$ cat src/rtl/nn_seq_pkg.sv
// Shared types and constants for the inference layer sequencer.
//   - state encoding for the layer_sequencer FSM
//   - layer index width and watchdog counter width
//   - default NUM_LAYERS / TIMEOUT values
package nn_seq_pkg;

  localparam int LAYER_W        = 2;
  localparam int WD_W           = 8;
  localparam int DEF_NUM_LAYERS = 3;
  localparam int DEF_TIMEOUT    = 255;

  typedef enum logic [2:0] {
    IDLE,
    LOAD_START,
    LOAD_WAIT,
    ACC_START,
    ACC_WAIT,
    NEXT,
    DONE,
    ERROR
  } seq_state_e;

  // States in which the sequencer is blocked on an external handshake.
  function automatic logic is_wait_state(input seq_state_e s);
    return (s == LOAD_WAIT) || (s == ACC_WAIT);
  endfunction

endpackage

$ cat src/rtl/seq_watchdog.sv
// Handshake watchdog for the layer sequencer.
//   clk, reset : clock / synchronous active-high reset
//   clr_i      : zero the counter (entry into a wait state)
//   en_i       : count this cycle (sitting in a wait state)
//   expired_o  : counter has reached TIMEOUT
// The counter holds at TIMEOUT so it can never wrap back to a
// non-expired value while the FSM lingers.
module seq_watchdog
  import nn_seq_pkg::*;
#(
  parameter int TIMEOUT = DEF_TIMEOUT
) (
  input  logic clk,
  input  logic reset,
  input  logic clr_i,
  input  logic en_i,
  output logic expired_o
);

  localparam logic [WD_W-1:0] LIMIT = WD_W'(TIMEOUT);

  logic [WD_W-1:0] cnt_q, cnt_d;

  assign expired_o = (cnt_q == LIMIT);

  always_comb begin
    cnt_d = cnt_q;
    if (clr_i)
      cnt_d = '0;
    else if (en_i && !expired_o)
      cnt_d = cnt_q + 1'b1;
  end

  always_ff @(posedge clk) begin
    if (reset) cnt_q <= '0;
    else       cnt_q <= cnt_d;
  end

endmodule

$ cat src/rtl/layer_sequencer.sv
// Top-level inference sequencer. Per layer: pulse ld_start with the
// layer index, wait for the read driver's sum_trigger edge, pulse
// acc_start, wait for acc_done. After the last layer pulse done and
// bump pass_count. A watchdog sends the FSM to ERROR if a handshake
// stalls.
//   clk, reset      : clock / synchronous active-high reset
//   run             : level start request, looked at only in IDLE
//   abort           : drop the current pass, back to IDLE
//   ld_start/ld_layer, ld_sum_trigger : read driver handshake
//   acc_start, acc_done               : accumulate stage handshake
//   busy, done, err, pass_count       : status
// Every output is a flop; the output decode works on the next state so
// registered outputs line up with the state they belong to.
module layer_sequencer
  import nn_seq_pkg::*;
#(
  parameter int NUM_LAYERS = DEF_NUM_LAYERS,
  parameter int TIMEOUT    = DEF_TIMEOUT
) (
  input  logic               clk,
  input  logic               reset,
  input  logic               run,
  input  logic               abort,
  output logic               ld_start,
  output logic [LAYER_W-1:0] ld_layer,
  input  logic               ld_sum_trigger,
  output logic               acc_start,
  input  logic               acc_done,
  output logic               busy,
  output logic               done,
  output logic               err,
  output logic [7:0]         pass_count
);

  localparam logic [LAYER_W-1:0] LAST_LAYER = LAYER_W'(NUM_LAYERS - 1);

  seq_state_e         state_q, state_d;
  logic [LAYER_W-1:0] layer_q, layer_d;
  logic               trig_q;
  logic               err_q, err_d;
  logic [7:0]         pc_q, pc_d;
  logic               ld_start_q, ld_start_d;
  logic               acc_start_q, acc_start_d;
  logic               busy_q, busy_d;
  logic               done_q, done_d;

  logic sum_rise;
  logic wd_clr, wd_en, wd_expired;
  logic abort_hit;

  // The driver holds sum_trigger for two cycles; only the first counts.
  assign sum_rise  = ld_sum_trigger & ~trig_q;
  assign abort_hit = abort && (state_q != IDLE);

  // Restart on entry to a wait state, count while sitting in one.
  assign wd_clr = is_wait_state(state_d) && (state_d != state_q);
  assign wd_en  = is_wait_state(state_q);

  seq_watchdog #(.TIMEOUT(TIMEOUT)) u_wd (
    .clk       (clk),
    .reset     (reset),
    .clr_i     (wd_clr),
    .en_i      (wd_en),
    .expired_o (wd_expired)
  );

  // State register (plus the registered outputs and datapath state).
  always_ff @(posedge clk) begin
    if (reset) begin
      state_q     <= IDLE;
      layer_q     <= '0;
      trig_q      <= 1'b0;
      err_q       <= 1'b0;
      pc_q        <= '0;
      ld_start_q  <= 1'b0;
      acc_start_q <= 1'b0;
      busy_q      <= 1'b0;
      done_q      <= 1'b0;
    end else begin
      state_q     <= state_d;
      layer_q     <= layer_d;
      trig_q      <= ld_sum_trigger;
      err_q       <= err_d;
      pc_q        <= pc_d;
      ld_start_q  <= ld_start_d;
      acc_start_q <= acc_start_d;
      busy_q      <= busy_d;
      done_q      <= done_d;
    end
  end

  // Next-state logic. Abort beats any handshake event, and a handshake
  // event beats a watchdog expiry landing in the same cycle.
  always_comb begin
    state_d = state_q;
    if (abort_hit) begin
      state_d = IDLE;
    end else begin
      case (state_q)
        IDLE:       if (run) state_d = LOAD_START;
        LOAD_START: state_d = LOAD_WAIT;
        LOAD_WAIT: begin
          if (sum_rise)        state_d = ACC_START;
          else if (wd_expired) state_d = ERROR;
        end
        ACC_START:  state_d = ACC_WAIT;
        ACC_WAIT: begin
          if (acc_done)        state_d = NEXT;
          else if (wd_expired) state_d = ERROR;
        end
        NEXT:       state_d = (layer_q == LAST_LAYER) ? DONE : LOAD_START;
        DONE:       state_d = IDLE;
        ERROR:      if (!run) state_d = IDLE;
        default:    state_d = IDLE;
      endcase
    end
  end

  // Output / datapath next values, decoded from the upcoming state.
  always_comb begin
    ld_start_d  = (state_d == LOAD_START);
    acc_start_d = (state_d == ACC_START);
    done_d      = (state_d == DONE);
    busy_d      = (state_d != IDLE) && (state_d != ERROR);

    layer_d = layer_q;
    if (abort_hit)
      layer_d = '0;
    else if (state_q == IDLE && state_d == LOAD_START)
      layer_d = '0;
    else if (state_q == NEXT && state_d == LOAD_START)
      layer_d = layer_q + 1'b1;

    // err is sticky: only a newly accepted run clears it.
    err_d = err_q;
    if (state_d == ERROR)
      err_d = 1'b1;
    else if (state_q == IDLE && state_d == LOAD_START)
      err_d = 1'b0;

    pc_d = pc_q;
    if (state_d == DONE)
      pc_d = pc_q + 8'd1;
  end

  assign ld_start   = ld_start_q;
  assign ld_layer   = layer_q;
  assign acc_start  = acc_start_q;
  assign busy       = busy_q;
  assign done       = done_q;
  assign err        = err_q;
  assign pass_count = pc_q;

endmodule

$ cat config.mk
export PLATFORM = sky130hd
export DESIGN_NAME = layer_sequencer
export DESIGN_NICKNAME = d
export VERILOG_FILES = /design/src/rtl/nn_seq_pkg.sv /design/src/rtl/seq_watchdog.sv /design/src/rtl/layer_sequencer.sv
export SDC_FILE = /design/constraint.sdc
export NUM_CORES = 1
export LEC_CHECK = 0
export ABC_AREA = 1
export BUFFER_PORTS_ARGS = -buffer_cell sky130_fd_sc_hd__buf_2
export CORE_MARGIN = 2
export CORE_UTILIZATION = 50
export CTS_CLUSTER_DIAMETER = 200
export DETAILED_ROUTE_END_ITERATION = 16
export PLACE_DENSITY = 0.75
export SETUP_SLACK_MARGIN = 0.3
export SYNTH_ARGS = -nofsm -noshare
export SYNTH_HDL_FRONTEND = slang
export SYNTH_HIERARCHICAL = 1
export SYNTH_SLANG_ARGS = --single-unit
$ cat constraint.sdc
create_clock -name clk -period 5.55 [get_ports clk]
set_input_delay 1.11 -clock clk [delete_from_list [all_inputs] [get_ports clk]]
set_output_delay 1.11 -clock clk [all_outputs]
set_load 0.02 [all_outputs]
==> results of run 1 <==
state kept, by name (all words and copies together) (netlist names):
| signal | count |
|---|---|
| pass_count | 8 |
| u_wd/cnt_q | 8 |
| state_q | 3 |
| ld_layer | 2 |
| acc_start | 1 |
| busy | 1 |
| done | 1 |
| err | 1 |
| ld_start | 1 |
| trig_q | 1 |
logic make-up (layout without fill, tap and decap cells):
| group | after synthesis | after routing | share of synthesized area |
|---|---|---|---|
| fa+ha+maj | 3 | 3 | 0.02395 |
| compound gates | 23 | 23 | 0.08220 |
| buf+inv | 32 | 51 | 0.09737 |
| simple gates | 135 | 135 | 0.4126 |
| flops | 27 | 27 | 0.3448 |
| xor+xnor | 7 | 7 | 0.03911 |
routing by layer:
metal	share of wire	up-vias	global-route usage
met4	0.0097	0	0.03810
met1	0.51	638	0.2497
met5	0	-	0
met3	0.023	2	0.01948
li1	-	759	-
met2	0.46	25	0.2935
through the flow:
stage	cell area (sq um)	cells	setup slack, ns	utilization
after detailed placement	1674	286	2.689	0.5529
after floorplan	1568	227	3.077	-
after global routing	1704	290	2.488	0.5628
after global placement	1674	286	2.768	0.5529
final	1704	290	2.873	0.5628
after CTS	1704	290	2.832	0.5628
cells in the mapped netlist, types with 2 or more instances:
| master | count | area, sq um |
|---|---|---|
| nand2_4 | 3 | 33.78 |
| nor3_1 | 6 | 30.03 |
| o21ai_0 | 3 | 15.01 |
| nor2_2 | 5 | 31.28 |
| nor2_1 | 31 | 116.4 |
| xnor2_1 | 4 | 35.03 |
| nand2_1 | 54 | 202.7 |
| inv_1 | 21 | 78.83 |
| inv_2 | 5 | 18.77 |
| ha_1 | 3 | 37.54 |
| o21ai_2 | 3 | 26.28 |
| buf_6 | 2 | 22.52 |
| xor2_1 | 3 | 26.28 |
| a21oi_1 | 15 | 75.07 |
| nand2_2 | 8 | 50.05 |
| nand4_1 | 4 | 25.02 |
| dfxtp_1 | 27 | 540.5 |
| nand3_1 | 19 | 95.09 |
where the power goes:
group          leakage [uW]  internal (uW)  switching, uW
Sequential         0.000219            201           7.42
Combinational      0.000612           23.2           48.0
Clock             0.0000139           27.5           59.1
Total              0.000845            251            115
area by class of cell:
type                    instances  area share
well taps                      44     0.03231
multi-input cells             168      0.5132
inverters                      27     0.06094
clock buffers                   3     0.01322
flip-flops and latches         27      0.3172
clock inverters                 1    0.004405
repair buffers                 20     0.05874
worst reg2reg max path, stage by stage, from the launching register on:
cell,delay [ns]
dfxtp_1,0.40
ha_1,0.20
nand2_1,0.08
nor2_1,0.09
nand2_1,0.24
inv_1,0.14
inv_1,0.07
nand2_1,0.07
nand2_1,0.04
nand2_1,0.05
nand2_1,0.06
nand2_2,0.10
nand2_4,0.08
nor2_8,0.18
nor3_1,0.08
o21a_1,0.13
nor2_1,0.36
o21ai_0,0.16
nor2_1,0.10
path summary, 6_finish.rpt:
check | endpoint | from | depth (start not counted) | slack [ns]
worst min-delay path | ld_layer[0] | ld_layer[0] | 2 | 0.49
worst max register to register | u_wd/cnt_q[4] | u_wd/cnt_q[0] | 18 | 2.87
worst max-delay path | u_wd/cnt_q[4] | u_wd/cnt_q[0] | 18 | 2.87
worst min register to register | ld_layer[0] | ld_layer[0] | 2 | 0.49
==> qor.txt, run 1 <==
Status: finished clean
CTS clock-pin slew for the worst setup and hold paths: 0.15 ns
Crit share post-route: 0.4823
Worst Path Required: 5.82 ns
Worst vdd ir: 0.1343 mV
Core Rows: 20
Clock tree buffer depth: 2
Final setup fails: 0
Most frequent cells in the layout: 54 x nand2_1, 31 x nor2_1, 27 x dfxtp_1, 21 x inv_1, 20 x buf_2
H-tree depth: 1
Final WL: 2879 microns
Worst Tran Pin Value: 0.4485 ns
CTS tree: yes
Post-Syn Instances: 227
Syn Nets: 236
Cts hold-fix bufs: 0
GRT overflow: 0
Hold WS: 0.4946 ns
Final max-slew violation count: 0
Number of DRC violations after detailed-routing iteration 0: 56
Clock sinks: 27
Final Hold Fails: 0
Die height: 60.00 microns
Vias: 1,424
Initial antenna violation count: 0
Total setup buffers inserted after CTS: 0
Total CTS buffers: 3
Startpoint Class: flip-flop
Layout area overhead: 8.699%
Slowest stage delay, CP: 0.40 ns
Rel. slew slack: 0.7006
Vias in the first global route: 1,214
Ant diodes: 0
Post-synth EDFFs: 0
CP max stage cell: dfxtp_1
Clock root buffer: clkbuf_4
WL per Instance: 9.928 microns
Nets: 256
Synth Area per Inst: 6.906 sq um
Initial Util: 0.5178
Setup TNS: 0 ns
First-pass GRT wire length: 5043 microns
Most common cell on crit path: nand2_1
Leak: 0.0008451 uW
Drt first pass iters: 4
PostCTS Resize Cnt: 0
CORE AREA: 3028 sq um
RSZ-0062 raised after global routing: no
Final Critical Period: 2.677 ns
Primary FF master, synth: dfxtp_1
Max_cap viols: 0
Chip width: 60.00 microns
Drt drc: 0
Sequential fraction of the synthesis area: 0.3448
Power Dens Cells: 214.7 nW/um^2
YS warnings: 6
Clock skew: 0.008206 ns
Endpoint class of the critical path: flip-flop
Commonest non-fill, non-tap cell in the layout: nand2_1
Critical-path cell list: ha_1 > nand2_1 > nor2_1 > nand2_1 > inv_1 > inv_1 > nand2_1 > nand2_1 > nand2_1 > nand2_1 > nand2_2 > nand2_4 > nor2_8 > nor3_1 > o21a_1 > nor2_1 > o21ai_0 > nor2_1
#FFs+latches synth: 27
Crit path buf inv count: 2
Layout cells sized above 1: 0.2154
Post-synth cell types: 29
Max frequency: 373.6 MHz
Top fanout value on the critical path: 11
Sequential cell area: 540.5 sq um
Worst-Skew Late Latency: 0.32 ns
Fraction of registers with async set/reset: 0
Hold/Removal Path Class: flip-flop to flip-flop
Fillers: 304
Port Buffer Count: 20
Pwr Total: 365.9 uW
Top delay family on crit path: simple AND/OR/NAND/NOR gates
Cell area after synthesis: 1568 sq um
Crit Path Class: flip-flop to flip-flop
Vias per inst: 4.910
Multi-input gate area: 874.6 sq um
IO Pins: 21
Die area: 3599 sq um
Gr usage total: 0.1778
Final Wtd Congestion: 0.9021
Critical Path AT: 2.94 ns
Placed wire-length estimate: 2189 microns
DRT antenna net count: 0
Largest net degree at the start of global routing: 18
Note: power is estimated with default switching activity, not from simulation.
==> run 2, diff against run 1 <==
==> constraint.sdc (replaced) <==
create_clock -name clk -period 2.52 [get_ports clk]
set_input_delay 0.504 -clock clk [delete_from_list [all_inputs] [get_ports clk]]
set_output_delay 0.504 -clock clk [all_outputs]
set_load 0.02 [all_outputs]
==> run 2 against run 1 <==
- power up 130%
- clock power rose by 130%
- utilization rose by 2.6 points
- sequential power increased by 120%
- non-clock buffer count increased by 4
- critical path type unchanged
- largest cell class unchanged
==> qor.txt, run 2 (same netlist as run 1, synthesis figures left out) <==
Die area: 3599 sq um
Ant diodes: 0
Chip width: 60.00 microns
Hold/Removal Path Class: input port to flip-flop
Final setup fails: 0
H-tree depth: 1
Worst-Skew Late Latency: 0.34 ns
Port Buffer Count: 20
Met2 usage: 0.2795
Initial antenna violation count: 0
Worst Tran Pin Value: 0.3523 ns
Clock skew: 0.002414 ns
Initial Util: 0.5178
Total CTS buffers: 3
Top fanout value on the critical path: 7
Commonest non-fill, non-tap cell in the layout: nand2_1
Final WL: 3043 microns
Largest net degree at the start of global routing: 18
Cts hold-fix bufs: 0
Setup TNS: 0 ns
Vias per inst: 4.861
CTS tree: yes
Most frequent cells in the layout: 51 x nand2_1, 30 x nor2_1, 24 x dfxtp_1, 20 x buf_2
Most common cell on crit path: nand2_1
CP max stage cell: dfxtp_4
Final Hold Fails: 0
Met3 usage: 0.02597
Core Rows: 20
Dpl cells: 287
Layout area overhead: 13.73%
Slowest stage delay, CP: 0.39 ns
Top delay family on crit path: simple AND/OR/NAND/NOR gates
Met1 Usage GRT: 0.2203
CTS clock-pin slew for the worst setup and hold paths: 0.15 ns
Vias in the first global route: 1,147
Crit path buf inv count: 3
WL per Instance: 10.35 microns
Number of DRC violations after detailed-routing iteration 0: 46
Final Critical Period: 2.071 ns
GRT overflow: 0
Crit share post-route: 0.8218
Critical-path cell list: ha_4 > nand2_2 > nor2_1 > nand2_1 > inv_2 > inv_2 > nand2_1 > nand2_1 > nand2_1 > nand2_1 > nand2_2 > nand2_4 > inv_2 > nand2_1 > nand3_2 > o21a_1 > nor2_4 > o21ai_1 > nor2_1
CORE AREA: 3028 sq um
Max frequency: 482.9 MHz
First-pass GRT wire length: 4671 microns
Layout cells sized above 1: 0.2760
Clock tree buffer depth: 2
Crit Path Class: flip-flop to flip-flop
Vias: 1,429
Final std cells w/o fill: 294
Status: finished clean
Max_cap viols: 0
Power Dens Cells: 466.5 nW/um^2
Gr usage total: 0.1679
Die height: 60.00 microns
DRT antenna net count: 0
Startpoint Class: flip-flop
Clock sinks: 27
Fin util: 0.5888
Final max-slew violation count: 0
Worst Path Required: 2.81 ns
Worst vdd ir: 0.2485 mV
Rel. slew slack: 0.7651
Most used routing layer in global routing: met2
Drt drc: 0
Critical Path AT: 2.36 ns
IO Pins: 21
Clock root buffer: clkbuf_4
RSZ-0062 raised after global routing: yes
Leak: 0.0008697 uW
Drt first pass iters: 4
Nets: 260
Placed wire-length estimate: 2175 microns
Final Wtd Congestion: 0.8295
Endpoint class of the critical path: flip-flop
-- run 2: layout make-up --
class,count,area (sq um)
Inverter,27,103.9
Sequential cell,27,549.3
Multi-Input combinational cell,168,914.6
Tap cell,44,55.05
Timing Repair Buffer,24,130.1
Clock inverter,1,7.507
Clock buffer,3,22.52
Fill cell,299,1245
-- run 2: metal layers --
metal  up-vias  routed length [microns]
li1        766                        -
met1       629                     1451
met2        30                     1424
met3         4                      123
met4         0                       44
met5         -                        0
-- run 2: final timing paths --
| path | from | to | slack (ns) | cells after the start |
|---|---|---|---|---|
| setup / recovery | u_wd/cnt_q[0] | u_wd/cnt_q[4] | 0.45 | 19 |
| hold reg to reg | ld_layer[0] | ld_layer[0] | 0.48 | 2 |
| hold / removal | ld_sum_trigger | trig_q | 0.36 | 3 |
| setup reg to reg | u_wd/cnt_q[0] | u_wd/cnt_q[4] | 0.45 | 19 |
-- run 2: through the flow --
| step | area (sq um) | hold slack [ns] | setup slack (ns) | power [uW] |
|---|---|---|---|---|
| floorplan | 1568 | 0.4778 | 0.3037 | 602.4 |
| global placement | 1682 | 0.4667 | 0.1780 | 624.2 |
| detailed placement | 1682 | 0.4697 | 0.1234 | 625.7 |
| CTS | 1719 | 0.3610 | 0.3195 | 822.9 |
| global route | 1783 | 0.3631 | 0.2399 | 874.7 |
| finish | 1783 | 0.3622 | 0.4492 | 831.8 |
-- run 2: worst reg2reg max path, stage by stage, from the launching register on --
cell and delay (ns):
dfxtp_4 0.39, ha_4 0.16, nand2_2 0.06, nor2_1 0.04
nand2_1 0.08, inv_2 0.04, inv_2 0.05, nand2_1 0.05
nand2_1 0.05, nand2_1 0.04, nand2_1 0.06, nand2_2 0.10
nand2_4 0.13, inv_2 0.06, nand2_1 0.07, nand3_2 0.05
o21a_1 0.22, nor2_4 0.18, o21ai_1 0.10, nor2_1 0.08
-- run 2: what timing repair did --
action	in CTS	in global routing
gates resized for setup	2	16
setup endpoints to repair	7	8
pin swaps	0	10
setup buffers	0	3
-- run 2: report_power, final --
| part | switching (uW) | total [uW] | internal (uW) |
|---|---|---|---|
| clock | 138 | 199 | 60.9 |
| combinational | 115 | 171 | 56.3 |
| sequential | 18.4 | 462 | 443 |
| total | 271 | 832 | 560 |
==> run 3, diff against run 2 <==
==> constraint.sdc (replaced) <==
create_clock -name clk -period 2.2 [get_ports clk]
set_input_delay 0.44 -clock clk [delete_from_list [all_inputs] [get_ports clk]]
set_output_delay 0.44 -clock clk [all_outputs]
set_load 0.02 [all_outputs]
==> run 3 against run 2 <==
- final area is 8.2% higher
- register-to-register slack worse by 0.29 ns
- non-clock buffer count is 9 higher
- first-iteration DRC count is 8.7% lower
- fmax is 1.4% higher
- clock skew is 0.0093 ns higher
- routed wire length is 7.0% higher
- cell count is 3.1% higher
- clock power is 11% higher
- sequential power is 14% higher
- worst hold slack worse by 0.034 ns
- critical path type unchanged
- critical endpoint is now u_wd/cnt_q[5]
- largest power group unchanged
==> qor.txt, run 3 (same netlist as run 1, synthesis figures left out) <==
Status: finished clean
Final Critical Period: 2.043 ns
Nets: 269
Chip width: 60.00 microns
Worst-Skew Late Latency: 0.33 ns
Total CTS buffers: 3
Final WL: 3257 microns
Commonest non-fill, non-tap cell in the layout: nand2_1
Clock root buffer: clkbuf_4
Drt first pass iters: 4
Endpoint class of the critical path: flip-flop
CTS tree: yes
Cell count of the worst reg-to-reg path: 19
Ant diodes: 0
First-pass GRT wire length: 5506 microns
Power Dens Cells: 508.2 nW/um^2
Rel. slew slack: 0.7634
Die height: 60.00 microns
Top fanout value on the critical path: 7
Die area: 3599 sq um
CORE AREA: 3028 sq um
Vias: 1,483
Crit Path Class: flip-flop to flip-flop
RSZ-0062 raised after global routing: yes
Max_cap viols: 0
Hold-critical path endpoint: trig_q
Pwr Total: 980.5 uW
Dpl cells: 290
Reg2reg start: u_wd/cnt_q[0]
Initial antenna violation count: 0
Placed wire-length estimate: 2289 microns
Layout cells sized above 1: 0.3591
Layout area overhead: 23.06%
Initial Util: 0.5178
Most frequent cells in the layout: 43 x nand2_1, 28 x nor2_1, 23 x dfxtp_1, 20 x buf_2, 19 x nand2_2
Final std cells w/o fill: 303
Final Hold Fails: 0
Max frequency: 489.5 MHz
Hold path cells: 3
Clock tree buffer depth: 2
Worst vdd ir: 0.2724 mV
Reg2reg setup slack: 0.16 ns
Clock sinks: 27
Number of DRC violations after detailed-routing iteration 0: 42
IO Pins: 21
Cts hold-fix bufs: 0
RR Endpoint: u_wd/cnt_q[5]
Final setup fails: 0
Worst Tran Pin Value: 0.3549 ns
GRT overflow: 0
Drt drc: 0
Vias per inst: 4.894
H-tree depth: 1
Final max-slew violation count: 0
Startpoint Class: flip-flop
CTS clock-pin slew for the worst setup and hold paths: 0.14 ns
Worst Min Path Start: ld_sum_trigger
Final Wtd Congestion: 0.8342
WL per Instance: 10.75 microns
Vias in the first global route: 1,333
Leak: 0.0009204 uW
Hold/Removal Path Class: input port to flip-flop
Gr usage total: 0.1984
Crit share post-route: 0.9286
Core Rows: 20
Clock skew: 0.01174 ns
DRT antenna net count: 0
Largest net degree at the start of global routing: 18
Worst Path Required: 2.47 ns
Critical Path AT: 2.31 ns
Port Buffer Count: 20
[run 3: how the worst max path moves through the flow]
stage,startpoint,endpoint,depth (start not counted)
after floorplan,u_wd/cnt_q[1],u_wd/cnt_q[4],19
after global placement,u_wd/cnt_q[0],u_wd/cnt_q[1],19
after detailed placement,u_wd/cnt_q[0],u_wd/cnt_q[4],19
after CTS,u_wd/cnt_q[1],u_wd/cnt_q[0],18
after global routing,u_wd/cnt_q[6],u_wd/cnt_q[5],17
final,u_wd/cnt_q[0],u_wd/cnt_q[5],19
[run 3: repair_timing]
item / 4_1_cts / 5_1_grt
gates resized for setup: 5 / 25
pin swaps: 6 / 11
setup buffers: 7 / 2
setup endpoints to repair: 11 / 21
[run 3: layout make-up]
type                       count  area [sq um]
clock buffer                   3         22.52
clock inverter                 1         7.507
fill                         292          1099
inverter                      27         111.4
multi-input combinational    168         975.9
sequential                    27         548.0
tap                           44         55.05
timing repair buffer          33         209.0
[run 3: layer usage]
metal,track usage,wire length (microns),part of all wire
met1,0.2692,1566,0.48
met2,0.3121,1577,0.48
met3,0.02814,94,0.029
met4,0.08571,19,0.0058
met5,0,0,0
[run 3: report_power, final]
part           internal [uW]  switching, uW
clock                   69.5            151
combinational           88.4            146
sequential               508           18.8
total                    666            315
[run 3: stage by stage]
step / util / setup WS (ns) / hold slack, ns / TNS [ns] / instance area (sq um)
4_1_cts: 0.6045 / 0.1654 / 0.3123 / 0 / 1831
6_report: 0.6372 / 0.1570 / 0.3283 / 0 / 1929
3_3_place_gp: 0.5727 / 0.2184 / 0.4742 / 0 / 1734
3_5_place_dp: 0.5727 / 0.1661 / 0.4704 / 0 / 1734
5_1_grt: 0.6372 / -0.05495 / 0.3328 / -0.1506 / 1929
2_1_floorplan: - / 0.2513 / 0.4939 / 0 / 1598
[run 3: worst max-delay path, stage by stage (launching register included)]
cell,delay [ns]
dfxtp_4,0.38
ha_4,0.15
nand2_2,0.06
nor2_1,0.04
nand2_1,0.08
inv_2,0.04
inv_2,0.06
nand2_2,0.06
nand2_2,0.05
nand2_1,0.04
nand2_1,0.08
nand2_2,0.08
nand2_4,0.12
inv_2,0.05
nand2_1,0.06
nand3_1,0.07
o21a_1,0.22
nor2_4,0.19
nand2_1,0.09
nor2_1,0.10
